### src/rtl/axis_pl_to_ps.sv
// Width-down converter: splits each wide ADC-side word into R PS-side beats,
// least-significant slice first, and marks every FRAME_BEATS-th beat with tlast.
module axis_pl_to_ps #(
    parameter int IN_WIDTH    = 128,
    parameter int OUT_WIDTH   = 32,
    parameter int FRAME_BEATS = 1024
) (
    input  logic                 clk,
    input  logic                 rst,
    input  logic                 clear,
    input  logic [IN_WIDTH-1:0]  s_axis_tdata,
    input  logic                 s_axis_tvalid,
    output logic                 s_axis_tready,
    output logic [OUT_WIDTH-1:0] m_axis_tdata,
    output logic                 m_axis_tvalid,
    input  logic                 m_axis_tready,
    output logic                 m_axis_tlast
);

    localparam int R  = IN_WIDTH / OUT_WIDTH;
    localparam int SW = $clog2(R);
    localparam int CW = $clog2(FRAME_BEATS) + 1;

    typedef enum logic {
        EMPTY = 1'b0,
        FULL  = 1'b1
    } state_t;

    state_t                state_q;
    logic [SW-1:0]         slice_q;
    logic [CW-1:0]         beat_q;
    logic [IN_WIDTH-1:0]   hold_q;
    logic [OUT_WIDTH-1:0]  slices [R];

    logic last_slice;
    logic last_beat;
    logic in_hs;
    logic out_hs;

    assign last_slice = (slice_q == SW'(R - 1));
    assign last_beat  = (beat_q == CW'(FRAME_BEATS - 1));

    // A new word may enter on the same edge the final slice leaves, so a
    // streaming source sees no bubble; rst gates ready to 0 while asserted.
    assign s_axis_tready = !rst && !clear &&
                           ((state_q == EMPTY) || (last_slice && m_axis_tready));

    assign in_hs  = s_axis_tvalid && s_axis_tready;
    assign out_hs = (state_q == FULL) && m_axis_tready;

    always_comb begin
        for (int i = 0; i < R; i++) begin
            slices[i] = hold_q[i*OUT_WIDTH +: OUT_WIDTH];
        end
    end

    assign m_axis_tdata  = slices[slice_q];
    assign m_axis_tvalid = (state_q == FULL);
    assign m_axis_tlast  = (state_q == FULL) && last_beat;

    always_ff @(posedge clk or posedge rst) begin
        if (rst) begin
            state_q <= EMPTY;
            slice_q <= '0;
            beat_q  <= '0;
            hold_q  <= '0;
        end else if (clear) begin
            state_q <= EMPTY;
            slice_q <= '0;
            beat_q  <= '0;
        end else begin
            if (out_hs) begin
                beat_q  <= last_beat ? '0 : beat_q + CW'(1);
                slice_q <= slice_q + SW'(1);
                if (last_slice) begin
                    state_q <= EMPTY;
                    slice_q <= '0;
                end
            end
            // Acceptance overrides the drain-to-EMPTY of the final slice.
            if (in_hs) begin
                hold_q  <= s_axis_tdata;
                slice_q <= '0;
                state_q <= FULL;
            end
        end
    end

endmodule

### config.mk
export PLATFORM = sky130hd
export DESIGN_NAME = axis_pl_to_ps
export DESIGN_NICKNAME = d
export VERILOG_FILES = /design/src/rtl/axis_pl_to_ps.sv
export SDC_FILE = /design/constraint.sdc
export NUM_CORES = 1
export LEC_CHECK = 0
export CORE_UTILIZATION = 49
export CTS_CLUSTER_DIAMETER = 200
export DETAILED_ROUTE_END_ITERATION = 7
export PLACE_DENSITY = 0.8
export SLEW_MARGIN = 20
export SYNTH_ARGS = -nofsm -noshare
export SYNTH_HDL_FRONTEND = slang
export SYNTH_SLANG_ARGS = --single-unit
### constraint.sdc
create_clock -name clk -period 6.25 [get_ports clk]
set_clock_uncertainty 0.15 [all_clocks]
set_input_delay 1.25 -clock clk [delete_from_list [all_inputs] [get_ports clk]]
set_output_delay 1.25 -clock clk [all_outputs]
set_load 0.01 [all_outputs]
==> summary.md, run 1 <==
The initial core utilization is 50.2%. Number of DRC markers in iteration 0: 112. When the netlist entered floorplanning its net count stood at 522. Setup repair after global routing left no endpoint under its margin. The first global-routing pass estimated 22600 µm of wire. The post-route netlist has 33.9% of its cells at a drive strength greater than 1.

In this run the remaining antenna-violating nets after routing total 0. 168 I/O pins were placed. During placement, the flow inserted port buffers numbering 167.

The arrival time reported for the critical path endpoint came out at 2.79 ns. In the post-synthesis netlist, the biggest area contributors are sky130_fd_sc_hd__dfrtp_1 (53%), sky130_fd_sc_hd__mux2_4 (18%), sky130_fd_sc_hd__mux4_2 (11%). The area of the core was 13200 µm². The clock-pin slew of the registers on the worst-case setup and hold paths works out to 0.05 ns. The fraction of post-synthesis cell area in the top cell type by area is 53.4%. Combinational family with the most area after synthesis: multiplexers. The via count of the first global-routing pass was 4389; the number of violations of the max-capacitance limit was 0. In this run the cell area of the synthesized design comes to 6650 µm².

The floorplan has 42 rows. The worst hold path belongs to the class reg -> reg. For this run, the number of standard cells in the final layout without fillers is 742.

The logs give 21.2% for the total routing resource utilization after global routing and 0.00373 µW for the static leakage power. The setup slack of the critical path after layout came out at 2.06 ns. For the post-cts sizing count, the log shows 0. The die is 118 µm wide. The clock root buffer was sky130_fd_sc_hd__clkbuf_16. In this run the worst path has a maximum fanout of 19.

The count of state elements after synthesis works out to 142. Ratio of total power to cell area: 322 nW/µm². TritonCTS built the clock tree.

For this run, asynchronously set or reset flops after synthesis account for 100%. Of the total synthesized cell area, the portion taken by AND, OR, NAND and NOR gates is 2.63%. Compared with the post-synthesis result, the final layout area differs by 34.8%. Cell taking the most area after synthesis: sky130_fd_sc_hd__dfrtp_1. The synthesized netlist devotes 0.922% of its cell area to XOR and XNOR gates. The floorplan step defined a die boundary enclosing 14000 µm². The launch instance of the worst register-to-register path is slice_q[1].

The count of final hold-check violations is 0, and the H-tree depth is 4. Fraction of the mapped netlist area in adder cells: 0.376%. The tools report the critical path launch point as slice_q[1]. For the worst-skew pair, the clock arrives at the later sink with an insertion delay of 0.42 ns. The run finished with clean final reports. The run gives 4.85 ns as the required time of the worst setup path.

The number of synthesized flops with an enable pin was 0. The kind of capture point of the worst setup path is an output pin. Leaving out fill and tap cells, the most frequent cells in the layout are sky130_fd_sc_hd__clkdlybuf4s50_1 (167), sky130_fd_sc_hd__dfrtp_1 (140), sky130_fd_sc_hd__mux2_4 (80).

The Yosys step of the flow raised 0 warnings. The sequential area share after synthesis was 53.4%. After detailed routing, the number of remaining DRC violations is 0.

The floorplan step set the die height to 118 µm. Summed over all nets, the half-perimeter wirelength after detailed placement is 9040 µm. The run gives 0.772 as the final RePlAce weighted congestion. The tools report the antenna diode count as 0.

The pre-CTS worst setup slack is 2.12 ns, and the aggregate global routing overflow is 0. The wire length per cell came out at 18.2 µm. In this run the most critical hold path is launched from hold_q[26].

For the number of distinct library cells after synthesis, the log shows 31. Dividing the detail-routed via count by the number of cells gives 5.23. The pin count of the biggest net entering global routing was 113. After detailed placement, the design holds a cell count of 709.

In the finished design, the share of the clock period the worst path needs comes to 67.0%. The startpoint kind of the worst setup timing path is a flop. After detailed routing, the total wire length is 13500 µm. The number of buffers added to fix hold violations after cts was 0; the summed negative setup slack over all endpoints was 0 ns.

For the number of search-and-repair iterations in the first detailed-routing pass, the log shows 4. Summing the areas of all compound-gate instances in the mapped netlist gives 1.03% of the synthesized area. The post-CTS setup buffer count came out at 0.

Prevailing post-synth register cell: sky130_fd_sc_hd__dfrtp_1. The run gives 17 as the TritonCTS buffer count. The library cell used most frequently in the layout, excluding fill and tap cells, is sky130_fd_sc_hd__clkdlybuf4s50_1. Worst-case headroom to the max-slew limit: 31.6%. Worst setup path category: reg -> out. The logs give 0.335 ns for the post-route worst hold slack and 1 for the number of antenna violations at the first check in global routing. The number of pins exceeding their max-slew limit in the final report is 0, and the final net count is 688. IR analysis of the VDD net gives a maximum drop of 0.000180 V. The achievable clock frequency is 239 MHz, and the final-report setup violation count is 0.

For the total via count in the routed design, the log shows 3883. The slew at the pin closest to its max-slew limit was 1.03 ns; the multiplexer fraction of the synthesized cell area was 37.2%. In the synthesized netlist, the number of instances is 387. After synthesis, the mean cell area works out to 17.2 µm². The tree built by TritonCTS fans out to 142 sinks. The number of buffers between clock root and the deepest sink came out at 2.

The clock period minus final worst setup slack came out at 4.19 ns.
==> cell families (layout without fill, tap and decap cells) <==
family                   Yosys count  in the layout
XOR/XNOR                           7              7
multiplexers                     161            161
adder cells (fa/ha/maj)            2              2
buffers and inverters             29            208
AO/OA/AOI/OAI                     10             10
AND/OR/NAND/NOR                   36             36
flip-flops                       142            142
==> critical path, stage by stage, from the launching register on <==
cell and delay, ns:
sky130_fd_sc_hd__dfrtp_2 0.69, sky130_fd_sc_hd__buf_4 0.48, sky130_fd_sc_hd__ha_1 0.25, sky130_fd_sc_hd__nand2_1 0.09, sky130_fd_sc_hd__a211oi_2 0.27, sky130_fd_sc_hd__clkdlybuf4s50_1 0.59
==> final cells by class <==
class | count | area (µm²)
flip-flops and latches | 142 | 3560
clock buffers | 27 | 523
clock inverters | 5 | 100
fillers | 915 | 4280
multi-input cells | 216 | 2810
inverters | 4 | 20.0
well taps | 176 | 220
repair buffers | 172 | 1740
==> power by group <==
group	internal [µW]	switching [µW]
combinational	446	171
sequential	1110	109
clock	691	360
total	2250	640
==> Yosys cell counts (2+ instances only) <==
library cell,instances
sky130_fd_sc_hd__nand2_1,6
sky130_fd_sc_hd__nand3_1,4
sky130_fd_sc_hd__clkbuf_1,3
sky130_fd_sc_hd__nand4_1,2
sky130_fd_sc_hd__inv_1,4
sky130_fd_sc_hd__and2_1,2
sky130_fd_sc_hd__dfrtp_1,142
sky130_fd_sc_hd__buf_12,9
sky130_fd_sc_hd__mux4_2,32
sky130_fd_sc_hd__buf_4,5
sky130_fd_sc_hd__nor2_1,11
sky130_fd_sc_hd__nor3_1,6
sky130_fd_sc_hd__ha_1,2
sky130_fd_sc_hd__a21oi_1,5
sky130_fd_sc_hd__buf_2,7
sky130_fd_sc_hd__xnor2_1,6
sky130_fd_sc_hd__mux2_4,80
sky130_fd_sc_hd__mux2_1,7
sky130_fd_sc_hd__mux2_2,41
sky130_fd_sc_hd__nor4_1,2
==> layer usage <==
layer	vias to the layer above	global-route usage, %	wire [µm]
li1	1754	-	-
met1	1959	26.5	5590
met2	142	32.8	6380
met3	28	8.20	1210
met4	0	9.34	303
met5	-	0	0
==> worst paths after layout <==
check                                end  depth (start not counted)  slack, ns
max                        s_axis_tready                          5       2.06
min                           hold_q[26]                          1       0.34
max reg2reg                    hold_q[8]                          7       2.50
min reg2reg                   hold_q[26]                          1       0.34
max in group asynchronous     slice_q[1]                          4       3.74
min in group asynchronous  m_axis_tvalid                          2       1.04
==> flip-flops by register name (all words and copies together), names as in the netlist <==
name and cells:
slice_q 2, beat_q 11, m_axis_tvalid 1, hold_q 128
==> metrics by stage <==
step / utilization, % / total power [µW] / instance area (µm²)
detailed placement: 62.8 / 1850 / 8320
CTS: 67.5 / 2920 / 8940
global placement: 62.8 / 1820 / 8320
global route: 67.7 / 3030 / 8970
floorplan: - / 1590 / 6650
finish: 67.7 / 2890 / 8970
No activity file was read; power rests on OpenSTA's default activity.
==> run 2, diff against run 1 <==
- clock period: 6.25 -> 4.4 ns (I/O delays scaled with it)
==> summary.md, run 2 (synthesized netlist as in run 1, its figures left out) <==
The run finished with clean final reports. The growth of design area from synthesis to finish was 35.2%. The tools report the TritonCTS buffer count as 17. Headroom to the max-slew limit came out at 36.4%. Startpoint kind of the worst setup timing path: a flop.

The logs give 0 for the final-report setup violation count and 132 for the pin count of the biggest net entering global routing. The count of final hold-check violations was 0; the die span in y was 118 µm. In the routed design, unresolved DRC markers number 0. For flop-to-flop paths, the worst setup slack is 1.30 ns.

The required time of the worst setup path is 3.37 ns. The library cell used most frequently in the layout, excluding fill and tap cells, is sky130_fd_sc_hd__clkdlybuf4s50_1. In the final layout, the share of cells above drive strength 1 is 34.9%. Summing internal, switching and leakage power gives 4150 µW. At the pin with the least slew margin, the transition time is 0.954 ns.

Wires add up to 13600 µm. The run gives 176 as the number of DRC markers in iteration 0. Share of the core filled with cells: 67.9%. In the final routed layout, each cell accounts on average for 18.3 µm.

The filler cells instantiated in the layout total 928. The number of pins exceeding their max-slew limit in the final report is 0. The run gives 0.759 as the final RePlAce weighted congestion.

The tools report the clock network latency to the later pin of the worst-skew pair as 0.41 ns. The net count of the finished layout is 690. The die covers 14000 µm². The count of buffers added on input and output ports is 167.

Post-CTS timing repair inserted 0 buffers for setup. For the area of the core, the log shows 13200 µm². TritonCTS built the clock tree. Summed over all failing endpoints, the final setup total negative slack is 0 ns.

Register ranked first by flip-flop count: hold_q. In the final layout, the registers with the most flip-flops are hold_q: 128 flops, beat_q: 11 flops, slice_q: 2 flops. The worst path uses 82.1% of the clock period. The number of top-level pins is 168, and the antenna diode count is 0.

Total half-perimeter wirelength after legalization and detailed placement: 9060 µm. The count of nets left with antenna violations once routing finished came out at 0. Once the floorplan was initialized, standard cells occupied 50.2% of the core. The die is 118 µm wide. The top cell types in the final layout, fill and taps aside, are sky130_fd_sc_hd__clkdlybuf4s50_1 (167), sky130_fd_sc_hd__dfrtp_1 (140), sky130_fd_sc_hd__mux2_4 (80).

Timing would allow up to 277 MHz. The tools report the clock net sink count as 142. The setup path with the least slack is of type reg -> out. The number of hold buffers added after CTS was 0.

Detailed routing inserted a total of 3903 vias. The aggregate global routing overflow was 0; the number of buffers between clock root and the deepest sink was 2. The via count normalized by instance count is 5.25. Setup repair after global routing left no endpoint under its margin.

The post-cts sizing count is 0, and the total routing resource utilization after global routing is 21.0%. The number of violations of the max-capacitance limit was 0. The run gives 2 as the number of antenna violations at the first check in global routing.

The H-tree was split into 4 levels. The site row count came out at 42. The clock-pin slew of the registers on the worst-case setup and hold paths is 0.06 ns, and the arrival time reported for the critical path endpoint is 2.58 ns. Along the worst path, the maximum fanout reaches 20. The logs give 4464 for the via count of the first global-routing pass and 0.000292 V for the peak supply drop.

The register with the most flip-flops in the layout has 128 of them. Power spread over the standard cell area amounts to 462 nW/µm². The clock period minus final worst setup slack works out to 3.61 ns. STA classifies the critical path endpoint as an output pin. The pre-antenna-repair detailed-routing pass consisted of 6 iterations.

In this run the static leakage power is 0.00374 µW. Clock tree synthesis selected as its root buffer the cell sky130_fd_sc_hd__clkbuf_16. In this run the worst hold path is classified as reg -> reg. The first global-routing pass estimated 22700 µm of wire.
[run 2: cell types whose count changed in the layout (fill, tap and decap cells not counted), sizes merged]
| cell | before | now |
|---|---|---|
| bufinv | 3 | 4 |
| clkinvlp | 0 | 2 |
| clkbuf | 27 | 21 |
| clkinv | 3 | 6 |
| buf | 5 | 7 |
[run 2: critical path, cell delays in order, from the launching register on]
cell	delay (ns)
sky130_fd_sc_hd__dfrtp_2	0.78
sky130_fd_sc_hd__buf_4	0.33
sky130_fd_sc_hd__mux4_2	0.52
sky130_fd_sc_hd__clkdlybuf4s50_1	0.53
[run 2: cell type report]
type	instances	area (µm²)	share of cell area, %
clock inverters	11	161	1.80
multi-input cells	216	2810	31.2
inverters	4	18.8	0.209
flip-flops and latches	142	3560	39.5
repair buffers	174	1750	19.5
clock buffers	21	480	5.34
well taps	176	220	2.45
[run 2: where the power goes]
| part | internal (µW) | leakage [µW] | switching, µW |
|---|---|---|---|
| clock | 1000 | 0.000319 | 535 |
| combinational | 635 | 0.00171 | 250 |
| sequential | 1580 | 0.00171 | 151 |
| total | 3220 | 0.00374 | 936 |
[run 2: final timing paths]
path / end / cells past startpoint / start
setup reg to reg: hold_q[22] / 6 / slice_q[1]
min in group asynchronous: slice_q[0] / 2 / rst
max in group asynchronous: slice_q[1] / 3 / rst
hold / removal: hold_q[30] / 1 / hold_q[30]
setup / recovery: m_axis_tdata[17] / 3 / slice_q[1]
hold reg to reg: hold_q[30] / 1 / hold_q[30]
[run 2: per-layer routing]
| metal | routed length, µm | GRT usage (%) | vias up |
|---|---|---|---|
| li1 | - | - | 1759 |
| met5 | 16 | 0 | - |
| met4 | 140 | 5.78 | 2 |
| met1 | 5810 | 26.0 | 1998 |
| met3 | 1050 | 8.40 | 14 |
| met2 | 6570 | 34.1 | 130 |
[run 2: stage by stage]
step	cell area (µm²)	cells	hold WS, ns	setup WS, ns
global placement	8350	712	0.314	1.04
floorplan	6650	387	0.303	1.59
finish	8990	744	0.337	0.789
CTS	8990	744	0.340	0.722
detailed placement	8350	712	0.327	0.974
global route	8990	744	0.351	0.633
